--- src/rtl/pipe_memwb_reg.sv ---
// pipe_memwb_reg -- MEM/WB pipeline register of the 5-stage CPU.
//
// Captures the MEM-stage result on each clk edge and presents it to write-back
// and the forwarding unit. Load data is aligned and sign/zero-extended here,
// before the register, so WB sees a ready-to-write value one cycle after MEM.
// All outputs are registered; no input reaches an output combinationally.
//
// Optional feature macro: PIPE_MEMWB_ALIGN_CHK_EN
//   defined   : misaligned loads set w_misalign and suppress w_wreg
//   undefined : no check, w_misalign tied 0
//
// Ports
//   clk, rst           pipeline clock, synchronous active-high reset
//   stall, flush       hold outputs / insert bubble (rst > flush > stall)
//   m_valid, m_wreg    MEM-stage valid and register-write request
//   m_m2reg            load: result comes from m_memout
//   m_w, m_h, m_b      access size (priority w > h > b, none = word)
//   m_sext             sign-extend sub-word loads
//   m_rn               destination register index
//   m_alu              ALU result / memory address
//   m_memout           raw memory read word
//   w_valid, w_wreg    WB valid and qualified register-file write enable
//   w_rn, w_data       WB destination and write data
//   w_misalign         misaligned-load flag
module pipe_memwb_reg #(
  parameter int RN_W   = 5,
  parameter int DATA_W = 32   // only 32 supported
) (
  input  logic              clk,
  input  logic              rst,
  input  logic              stall,
  input  logic              flush,
  input  logic              m_valid,
  input  logic              m_wreg,
  input  logic              m_m2reg,
  input  logic              m_w,
  input  logic              m_h,
  input  logic              m_b,
  input  logic              m_sext,
  input  logic [RN_W-1:0]   m_rn,
  input  logic [DATA_W-1:0] m_alu,
  input  logic [DATA_W-1:0] m_memout,
  output logic              w_valid,
  output logic              w_wreg,
  output logic [RN_W-1:0]   w_rn,
  output logic [DATA_W-1:0] w_data,
  output logic              w_misalign
);

  logic [7:0]        ld_byte;
  logic [15:0]       ld_half;
  logic [DATA_W-1:0] ld;
  logic [DATA_W-1:0] sel;
  logic              is_half;
  logic              is_byte;
  logic              misalign;

  // Size decode: word wins, and a load with no size bit set is a word.
  assign is_half = !m_w && m_h;
  assign is_byte = !m_w && !m_h && m_b;

  // Little-endian lane select.
  always_comb begin
    ld_byte = 8'h00;
    case (m_alu[1:0])
      2'd0: ld_byte = m_memout[7:0];
      2'd1: ld_byte = m_memout[15:8];
      2'd2: ld_byte = m_memout[23:16];
      2'd3: ld_byte = m_memout[31:24];
      default: ld_byte = 8'h00;
    endcase
  end

  assign ld_half = m_alu[1] ? m_memout[31:16] : m_memout[15:0];

  always_comb begin
    ld = m_memout;
    if (is_half)
      ld = {{16{m_sext & ld_half[15]}}, ld_half};
    else if (is_byte)
      ld = {{24{m_sext & ld_byte[7]}}, ld_byte};
  end

  assign sel = m_m2reg ? ld : m_alu;

`ifdef PIPE_MEMWB_ALIGN_CHK_EN
  // Only valid loads can be misaligned; stores and ALU ops are never flagged.
  always_comb begin
    misalign = 1'b0;
    if (m_valid && m_m2reg) begin
      if (is_half)
        misalign = m_alu[0];
      else if (!is_byte)
        misalign = |m_alu[1:0];
    end
  end

  always_ff @(posedge clk) begin
    if (rst || flush)
      w_misalign <= 1'b0;
    else if (!stall)
      w_misalign <= misalign;
  end
`else
  assign misalign   = 1'b0;
  assign w_misalign = 1'b0;
`endif

  always_ff @(posedge clk) begin
    if (rst || flush) begin
      w_valid <= 1'b0;
      w_wreg  <= 1'b0;
      w_rn    <= '0;
      w_data  <= '0;
    end else if (!stall) begin
      w_valid <= m_valid;
      w_wreg  <= m_wreg && m_valid && !misalign;
      w_rn    <= m_rn;
      w_data  <= sel;
    end
  end

endmodule

--- config.mk ---
export PLATFORM = sky130hd
export DESIGN_NAME = pipe_memwb_reg
export DESIGN_NICKNAME = d
export VERILOG_FILES = /design/src/rtl/pipe_memwb_reg.sv
export SDC_FILE = /design/constraint.sdc
export NUM_CORES = 1
export LEC_CHECK = 0
export CORE_MARGIN = 2
export CORE_UTILIZATION = 43
export DETAILED_ROUTE_END_ITERATION = 16
export HOLD_SLACK_MARGIN = 0.06
export PLACE_DENSITY = 0.9
export SLEW_MARGIN = 10
export SYNTH_ARGS = -nofsm -noshare
export SYNTH_HDL_FRONTEND = slang
export SYNTH_SLANG_ARGS = --single-unit
--- constraint.sdc ---
create_clock -name clk -period 5.3 [get_ports clk]
set_clock_uncertainty 0.05 [all_clocks]
set_input_delay 1.06 -clock clk [delete_from_list [all_inputs] [get_ports clk]]
set_output_delay 1.06 -clock clk [all_outputs]
set_load 0.05 [all_outputs]
Yosys cells after proc, flatten, opt, wreduce, memory -nomap -nowiden
Index checks and enable logic that the tools add are counted.
- word-level logic and storage cells: 22
- register bits: 39
- input bits: 80
- output and inout port bits: 40
- muxes and demuxes: 5
- reduce and logical (&&, ||, !) cells: 8
- eq/ne operators: 3
- bitwise logic cells: 2
- operator list (kind ; count):
    2-to-1 mux 32 bit ; 3
    case mux 8 bit (4 select lines) ; 1
    2-to-1 mux 16 bit ; 1
    == test 2 bit (second input constant) ; 2
    logical AND 1 bit ; 4
    AND 1 bit ; 2
    == test 2 x 1 -> 1 bit (second input constant) ; 1
    logical NOT 1 bit ; 2
    logical NOT 2 bit ; 1
    logical OR 1 bit ; 1

Depth between registers and ports, before layout
Gate-level depths: netlist of run 1.
- word-level depth: 6
- mapped depth: 6
- mapped depth without buffers: 4

Least setup slack after synthesis of run 1
OpenSTA, ideal clock, no wires.
- path kind: input to register
- start point: in m_alu[0]
- end point: reg w_data[31]
- library setup time: 119 ps
- buffers on the path: 1
- setup slack: 2740 ps
- stages: 5
- data required time: 5131 ps
- arrival time: 2391 ps
- cell sequence: mux4_2 a221oi_4 buf_8 a2bb2oi_1 o21ai_1
- longest elaborated chain between the ends: 6
- elaborated cells on any way between the ends: 9
- those cells by class: eq/ne (3); mux (4); bitwise (1); reduce/logical (1)
- ends and longest elaborated chain (item ; RTL line ; RTL):
    start: declaration ; 41 ; input logic [DATA_W-1:0] m_alu,
    == test 2 bit, or another cell as far along ; 65 ; case (m_alu[1:0])
    case mux 8 bit (4 select lines) (*) ; 65 ;
    AND 1 bit (*) ; 81 ; ld = {{24{m_sext & ld_byte[7]}}, ld_byte};
    2-to-1 mux 32 bit (*) ; 80 ; else if (is_byte)
    2-to-1 mux 32 bit (*) ; 78 ; if (is_half)
    2-to-1 mux 32 bit (*) ; 84 ; assign sel = m_m2reg ? ld : m_alu;
    end signal: assignment ; 119 ; w_data <= sel;
    end: declaration ; 46 ; output logic [DATA_W-1:0] w_data,
Every way passes the cells marked *; elsewhere a longest branch is shown, timed or not.
A chain may end at the register's enable or synchronous reset.

Worst setup path in the final report of run 1
- start point: in m_alu[1]
- end point: reg w_data[22]
- longest elaborated chain between the ends: 6
- elaborated cells on any way between the ends: 11
- those cells by class: eq/ne (3); mux (5); bitwise (2); reduce/logical (1)
- ends and longest elaborated chain (item ; RTL line):
    == test 2 bit, or another cell as far along ; 65
    case mux 8 bit (4 select lines) ; 65
    AND 1 bit ; 81
    2-to-1 mux 32 bit ; 80
    2-to-1 mux 32 bit (*) ; 78
    2-to-1 mux 32 bit (*) ; 84
Marked as above.

==> run metrics, run 1 <==
result of the run completed; Clock power frac between 30% and 40%; start-to-end type of the worst setup path input port to flop; met3 global-route usage 8.24%; number of buffers inserted by port buffering 118; clock transition at the registers of the reported paths roughly 80 ps; Top Family by Delay on Critical Path compound AO/OA/AOI/OAI gates; vias in the first global route approximately 2500; floorplan die height 77.0 um; Net Sw Power roughly 240 uW; type of the most critical hold path flop to flop; post-route antenna net violation count 0; number of max-slew violations in the final report 0; endpoint arrival time on the critical path 3790 ps; GRT Util Overall 26.3%; vias per std cell 6.00; area overhead of the layout relative to synthesis 57.9%; via total after detailed routing roughly 2600; critical path's largest stage delay between 1000 and 1500 ps; largest driver fanout on the critical path 23; #FFs+latches synth 39; largest net degree at the start of global routing 31; number of iterations in the first detailed-routing pass 6; post-CTS setup buffer count 0; cell area after synthesis between 2000 and 2500 um^2; Final nets about 450; wire length of the first global-routing pass 12.6 mm; share of post-route cells with drive strength above 1 a little under a tenth; sequential cell area fraction in the yosys report 34.1%; Sw Ratio between 20% and 30%; global routing usage on met1 about a third; horizontal die dimension 77.0 um; layer with the highest usage after global routing met2; Critical Path Source Type input port; TritonCTS clock tree done; period utilization around 69%; Yosys top cell by area dfxtp_1; unrepaired setup endpoints after global routing false; maxcap violations 0; Worst setup EP type flop; combinational group share of total power 28.5%; count of boundary I/O pins 120; portion of total power attributed to sequential cells 36.4%; worst path bufs/invs 1; dpl hpwl approximately 5.9 mm; Setup violations, final 0; synth warn 0; final hold violation count 0; proportion of netlist area held by the largest area contributor between 30% and 40%; total of cells resized after clock tree synthesis 0; number of design rule violations left after detail routing 0; slew margin rel. between 20% and 30%; Post-CTS Hold Fix Bufs 0; die outline area 5920 um^2; Routed WL roughly 8.0 mm; placed cell areas 3480 um^2; grt ovf 0; number of rows in the core area 26; Post-synth EDFFs 0; Clk Latency, worst-skew pair 300 ps; leakage power figure ~0.0013 uW; global-route track usage on met2 a little over two fifths; placer congestion estimate roughly 0.91; Filler Cells Inserted 402; sum of negative setup slack 0 ps; initial antenna violation count 0; number of distinct library cells after synthesis 43; cts bufs inserted 5; final period demand of the worst path about 3700 ps; worst path cell trace clkdlybuf4s50_1 -> mux4_2 -> a221oi_4 -> a2bb2oi_1 -> o21ai_1; CTS Buffer Depth 2; cell types with the largest area share after synthesis dfxtp_1 34%, a2bb2oi_2 5.9%, o221ai_1 5.4%; initial standard-cell utilization of the core 44.8%; internal power summed over all cells slightly above 600 uW; post-route design area 3610 um^2; area of the core about 5000 um^2; drt wl/cell approximately 18 um; worst-margin pin slew around 1100 ps; Peak supply drop 0.173 mV; count of inserted antenna diode cells 0; dominant synthesized flop cell dfxtp_1; leading post-synthesis cells by instance count 39 x dfxtp_1, 30 x nand2_1, 18 x o21ai_1, 17 x nor2_1, 17 x o21ai_0; Final Power ~850 uW; worst hold margin 401 ps; achievable clock frequency between 200 and 300 MHz; Net Count, Synth 340; most frequent cell after synthesis dfxtp_1; share of synthesized registers carrying an async set or reset 0%; sink count of the clock tree 39; Cell Pwr Density around 240 nW/um^2; Root Buffer clkbuf_8; Cells after Synth 260; DRC violation total after the first TritonRoute iteration 213; per-instance average area after synthesis about 8.8 um^2; Max H-tree Level 2; required arrival time at the worst endpoint 5440 ps; critical-path cell with the highest stage delay clkdlybuf4s50_1
[registers in the layout, indices dropped and copies added (netlist names)]
register and flops:
w_data 32, w_rn 5, w_valid 1, w_wreg 1
[layer usage]
layer  vias up  wire length, um
li1       1216                -
met1      1214             3080
met2       170             3850
met3        23              881
met4         0              182
met5         -                0
[through the flow]
stage | util (%) | std cells | setup slack (ps)
final | 70.8 | 437 | 1640
after global routing | 70.8 | 437 | 1450
after CTS | 70.8 | 437 | 1710
after detailed placement | 68.2 | 429 | 1400
after global placement | 68.2 | 429 | 1510
after floorplan | - | 260 | 2740
[cell families after synthesis]
family	Yosys count	share of synthesized area (%)
other cells	1	0.164
compound gates	113	38.7
buf+inv	26	4.97
simple gates	60	11.9
flops	39	34.1
mux	21	10.2
[worst min-delay path: stages (launching register included)]
cell and delay [ps]:
dfxtp_1 320, nand2_1 50, o21ai_1 50
[path summary, 6_finish.rpt]
path         startpoint         end  slack, ps  depth (start not counted)
min          w_data[31]  w_data[31]        400                          2
max reg2reg   w_data[7]   w_data[7]       4280                          3
max            m_alu[1]  w_data[22]       1640                          5
min reg2reg  w_data[31]  w_data[31]        400                          2
[final cells by class]
| class | instances | area (um^2) | area share, % |
|---|---|---|---|
| timing repair buffer | 121 | 1200 | 33.3 |
| tap | 70 | 87.6 | 2.42 |
| clock buffer | 6 | 72.6 | 2.01 |
| clock inverter | 2 | 60.1 | 1.66 |
| sequential | 39 | 781 | 21.6 |
| inverter | 4 | 15.0 | 0.415 |
| multi-input combinational | 195 | 1400 | 38.6 |
[cell usage in the layout (no fill, tap or decap), types with 2 or more instances in the layout]
| cell type | synthesis | final |
|---|---|---|
| mux2_2 | 8 | 8 |
| a21oi_1 | 4 | 4 |
| inv_2 | 3 | 3 |
| o221ai_1 | 14 | 14 |
| mux2i_1 | 11 | 11 |
| nor3_1 | 2 | 2 |
| clkbuf_8 | 0 | 5 |
| dfxtp_1 | 39 | 39 |
| a221oi_1 | 7 | 7 |
| buf_4 | 1 | 3 |
| nor2_1 | 17 | 17 |
| o22ai_1 | 6 | 6 |
| o21ai_0 | 17 | 17 |
| a2bb2oi_1 | 13 | 13 |
| a221o_1 | 2 | 2 |
| nand2_1 | 30 | 30 |
| nor3b_2 | 2 | 2 |
| clkdlybuf4s50_1 | 0 | 118 |
| a2bb2oi_2 | 9 | 9 |
| nor2b_1 | 2 | 2 |
| o21ai_1 | 18 | 18 |
| a22oi_1 | 13 | 13 |
| bufinv_16 | 0 | 2 |
| a31oi_1 | 2 | 2 |
| nand2b_1 | 2 | 2 |
[power by group through the flow]
stage	logic, uW	registers [uW]	clock network, uW
floorplan	93.5	356	0
global placement	237	317	0
detailed placement	240	317	0
CTS	242	311	301
global route	258	312	310
finish	243	311	299
Note: power is estimated with default switching activity, not from simulation.
==> run 2: changes to the inputs <==
--- a/config.mk
+++ b/config.mk
@@ -6,10 +6,10 @@
 export NUM_CORES = 1
 export LEC_CHECK = 0
 export CORE_MARGIN = 2
-export CORE_UTILIZATION = 43
+export CORE_UTILIZATION = 40
 export DETAILED_ROUTE_END_ITERATION = 16
 export HOLD_SLACK_MARGIN = 0.06
-export PLACE_DENSITY = 0.9
+export PLACE_DENSITY = 0.85
 export SLEW_MARGIN = 10
 export SYNTH_ARGS = -nofsm -noshare
 export SYNTH_HDL_FRONTEND = slang
==> constraint.sdc (replaced) <==
create_clock -name clk -period 3.7 [get_ports clk]
set_clock_uncertainty 0.05 [all_clocks]
set_input_delay 0.74 -clock clk [delete_from_list [all_inputs] [get_ports clk]]
set_output_delay 0.74 -clock clk [all_outputs]
set_load 0.05 [all_outputs]
==> run 2 against run 1 <==
Net effect:
- global-route usage is 1.5 points lower
- via count is 0.61% higher
- cell count is 1.8% higher
- setup slack worse by 510 ps
- register-to-register slack worse by 1500 ps
- largest cell class unchanged
==> run metrics, run 2 (same netlist as run 1, synthesis figures left out) <==
result of the run completed; Peak supply drop 0.195 mV (+13%); Setup violations, final 0 (unchanged); Worst R2R End w_data[7]; RR Startpoint w_data[7]; Root Buffer clkbuf_8; largest driver fanout on the critical path 30 (+30%); DRC violation total after the first TritonRoute iteration 276 (+30%); share of post-route cells with drive strength above 1 11.0% (+1.7 points); leading cell type in the layout, fill and taps excluded clkdlybuf4s50_1; largest net degree at the start of global routing 31 (unchanged); grt ovf 0 (unchanged); cts bufs inserted 5 (unchanged); post-route antenna net violation count 0 (unchanged); TritonCTS clock tree done; floorplan die height 79.7 um (+3.5%); via total after detailed routing 2639 (+0.61%); initial antenna violation count 0 (unchanged); highest-count cells in the layout ignoring fill and taps 118 x clkdlybuf4s50_1, 39 x dfxtp_1, 30 x nand2_1; placed cells 437 (+1.9%); sum of negative setup slack 0 ps (unchanged); critical-path cell with the highest stage delay nor3_1; number of design rule violations left after detail routing 0 (unchanged); leakage power figure 0.00128 uW (+0.90%); maxcap violations 0 (unchanged); Clock power frac 26.2% (-8.8 points); Sw Ratio 31.9% (+3.3 points); post-route design area 3610 um^2 (about the same); R2R Setup Slk 2760 ps (-1520 ps); total of cells resized after clock tree synthesis 0 (unchanged); number of max-slew violations in the final report 0 (unchanged); count of boundary I/O pins 120 (unchanged); Worst setup EP type flop; start-to-end type of the worst setup path input port to flop; required arrival time at the worst endpoint 3870 ps (-1570 ps); horizontal die dimension 79.7 um (+3.5%); sink count of the clock tree 39 (unchanged); endpoint arrival time on the critical path 2750 ps (-1040 ps); post-route non-filler standard cell count 445 (+1.8%); number of buffers inserted by port buffering 118 (unchanged); core utilization of the finished layout 65.6% (-5.2 points); worst path cell trace clkdlybuf4s50_1 -> buf_4 -> inv_2 -> nor3_1 -> o221ai_1 -> o22ai_1; Clk Latency, worst-skew pair 290 ps (about the same); termination of the worst setup path w_data[2]; clock transition at the registers of the reported paths 80 ps (about the same); final period demand of the worst path ~2600 ps; combined flip-flop and latch cell area 781 um^2 (unchanged); Cell Pwr Density 299 nW/um^2 (+27%); worst path bufs/invs 3 (+2); initial standard-cell utilization of the core 41.6% (-3.2 points); startpoint of the most critical setup path m_m2reg; Critical Path Source Type input port; area overhead of the layout relative to synthesis 57.8% (about the same); number of logic stages on the critical path including buffering 6 (+1); type of the most critical hold path flop to flop; register containing the most flip-flops in the final layout w_data; Post-CTS Hold Fix Bufs 0 (unchanged); worst reg-to-reg path cell count 3 (unchanged); Final WS setup 1130 ps (-515 ps); dpl hpwl 5.96 mm (+1.1%); largest registers in the final layout w_data x32, w_rn x5; die outline area 6350 um^2 (+7.1%); Final nets 452 (+1.3%); period utilization a little under 70%; GRT Util Overall 24.8% (-1.5 points); number of flip-flops in the largest register 32 (unchanged); CTS Buffer Depth 2 (unchanged); number of iterations in the first detailed-routing pass 4 (-2); area of the core 5510 um^2 (+7.8%); post-CTS setup buffer count 0 (unchanged); internal power summed over all cells 736 uW (+21%); Filler Cells Inserted 435 (+8.2%); count of inserted antenna diode cells 0 (unchanged); placer congestion estimate 0.911 (-0.18%); Top Family by Delay on Critical Path buffers and inverters; achievable clock frequency around 390 MHz; portion of total power attributed to sequential cells 41.2% (+4.8 points); worst-margin pin slew 869 ps (-181 ps); slew margin rel. 41.9% (+12 points); final hold violation count 0 (unchanged); placed cell areas 3530 um^2 (+1.4%); vias in the first global route 2566 (+0.86%); vias per std cell 5.93 (-1.2%); wire length of the first global-routing pass 12.3 mm (-1.9%); Routed WL 7.78 mm (-2.6%); unrepaired setup endpoints after global routing false; number of rows in the core area 27 (+3.8%); critical path's largest stage delay 560 ps (-510 ps); multi-input combinational cell area 1400 um^2 (unchanged); drt wl/cell 17.5 um (-4.3%); Max H-tree Level 2 (unchanged); Post-Place Setup Slack 865 ps (-538 ps); combinational group share of total power 32.6% (+4.1 points); Net Sw Power 344 uW (+42%)
run 2: cell types whose count changed in the layout (fill, tap and decap cells not counted), sizes merged:
cell,previous run,this run
buf,3,9
clkinv,0,3
bufinv,2,0
clkbuf,6,5
run 2: worst register-to-register path, delay by kind of cell (launching register included):
kind	cells	cell delay, ps
AOI/OAI and AO/OA	3	460
DFF	1	330
run 2: how the worst min path moves through the flow:
stage / start / endpoint / slack (ps) / depth (start not counted)
6_report: w_data[31] / w_data[31] / 400 / 2
5_1_grt: w_data[28] / w_data[28] / 410 / 2
4_1_cts: w_data[28] / w_data[28] / 400 / 2
3_5_place_dp: w_data[28] / w_data[28] / 390 / 2
3_3_place_gp: w_data[16] / w_data[16] / 390 / 2
2_1_floorplan: w_data[24] / w_data[24] / 610 / 2
run 2: metrics by stage:
stage / power, uW / hold WS [ps]
after floorplan: 644 / 609
after global placement: 800 / 385
after detailed placement: 804 / 391
after CTS: 1080 / 401
after global routing: 1130 / 414
final: 1080 / 399
run 2: per-layer routing:
metal	track usage (%)	part of all wire [%]
met5	0	0
met2	39.8	47
met4	9.48	2.2
met1	32.0	41
met3	6.00	9.5
run 2: final cells by class:
cell class | count | area share (%)
timing repair buffer | 127 | 34.6
tap | 72 | 2.49
inverter | 4 | 0.416
clock inverter | 3 | 0.416
multi-input combinational | 195 | 38.6
clock buffer | 5 | 1.90
sequential | 39 | 21.6
run 2: power groups by stage:
stage | clock network, uW | logic (uW) | registers, uW
global route | 307 | 373 | 447
CTS | 289 | 351 | 445
finish | 283 | 352 | 445
floorplan | 0 | 134 | 510
global placement | 0 | 345 | 454
detailed placement | 0 | 349 | 455
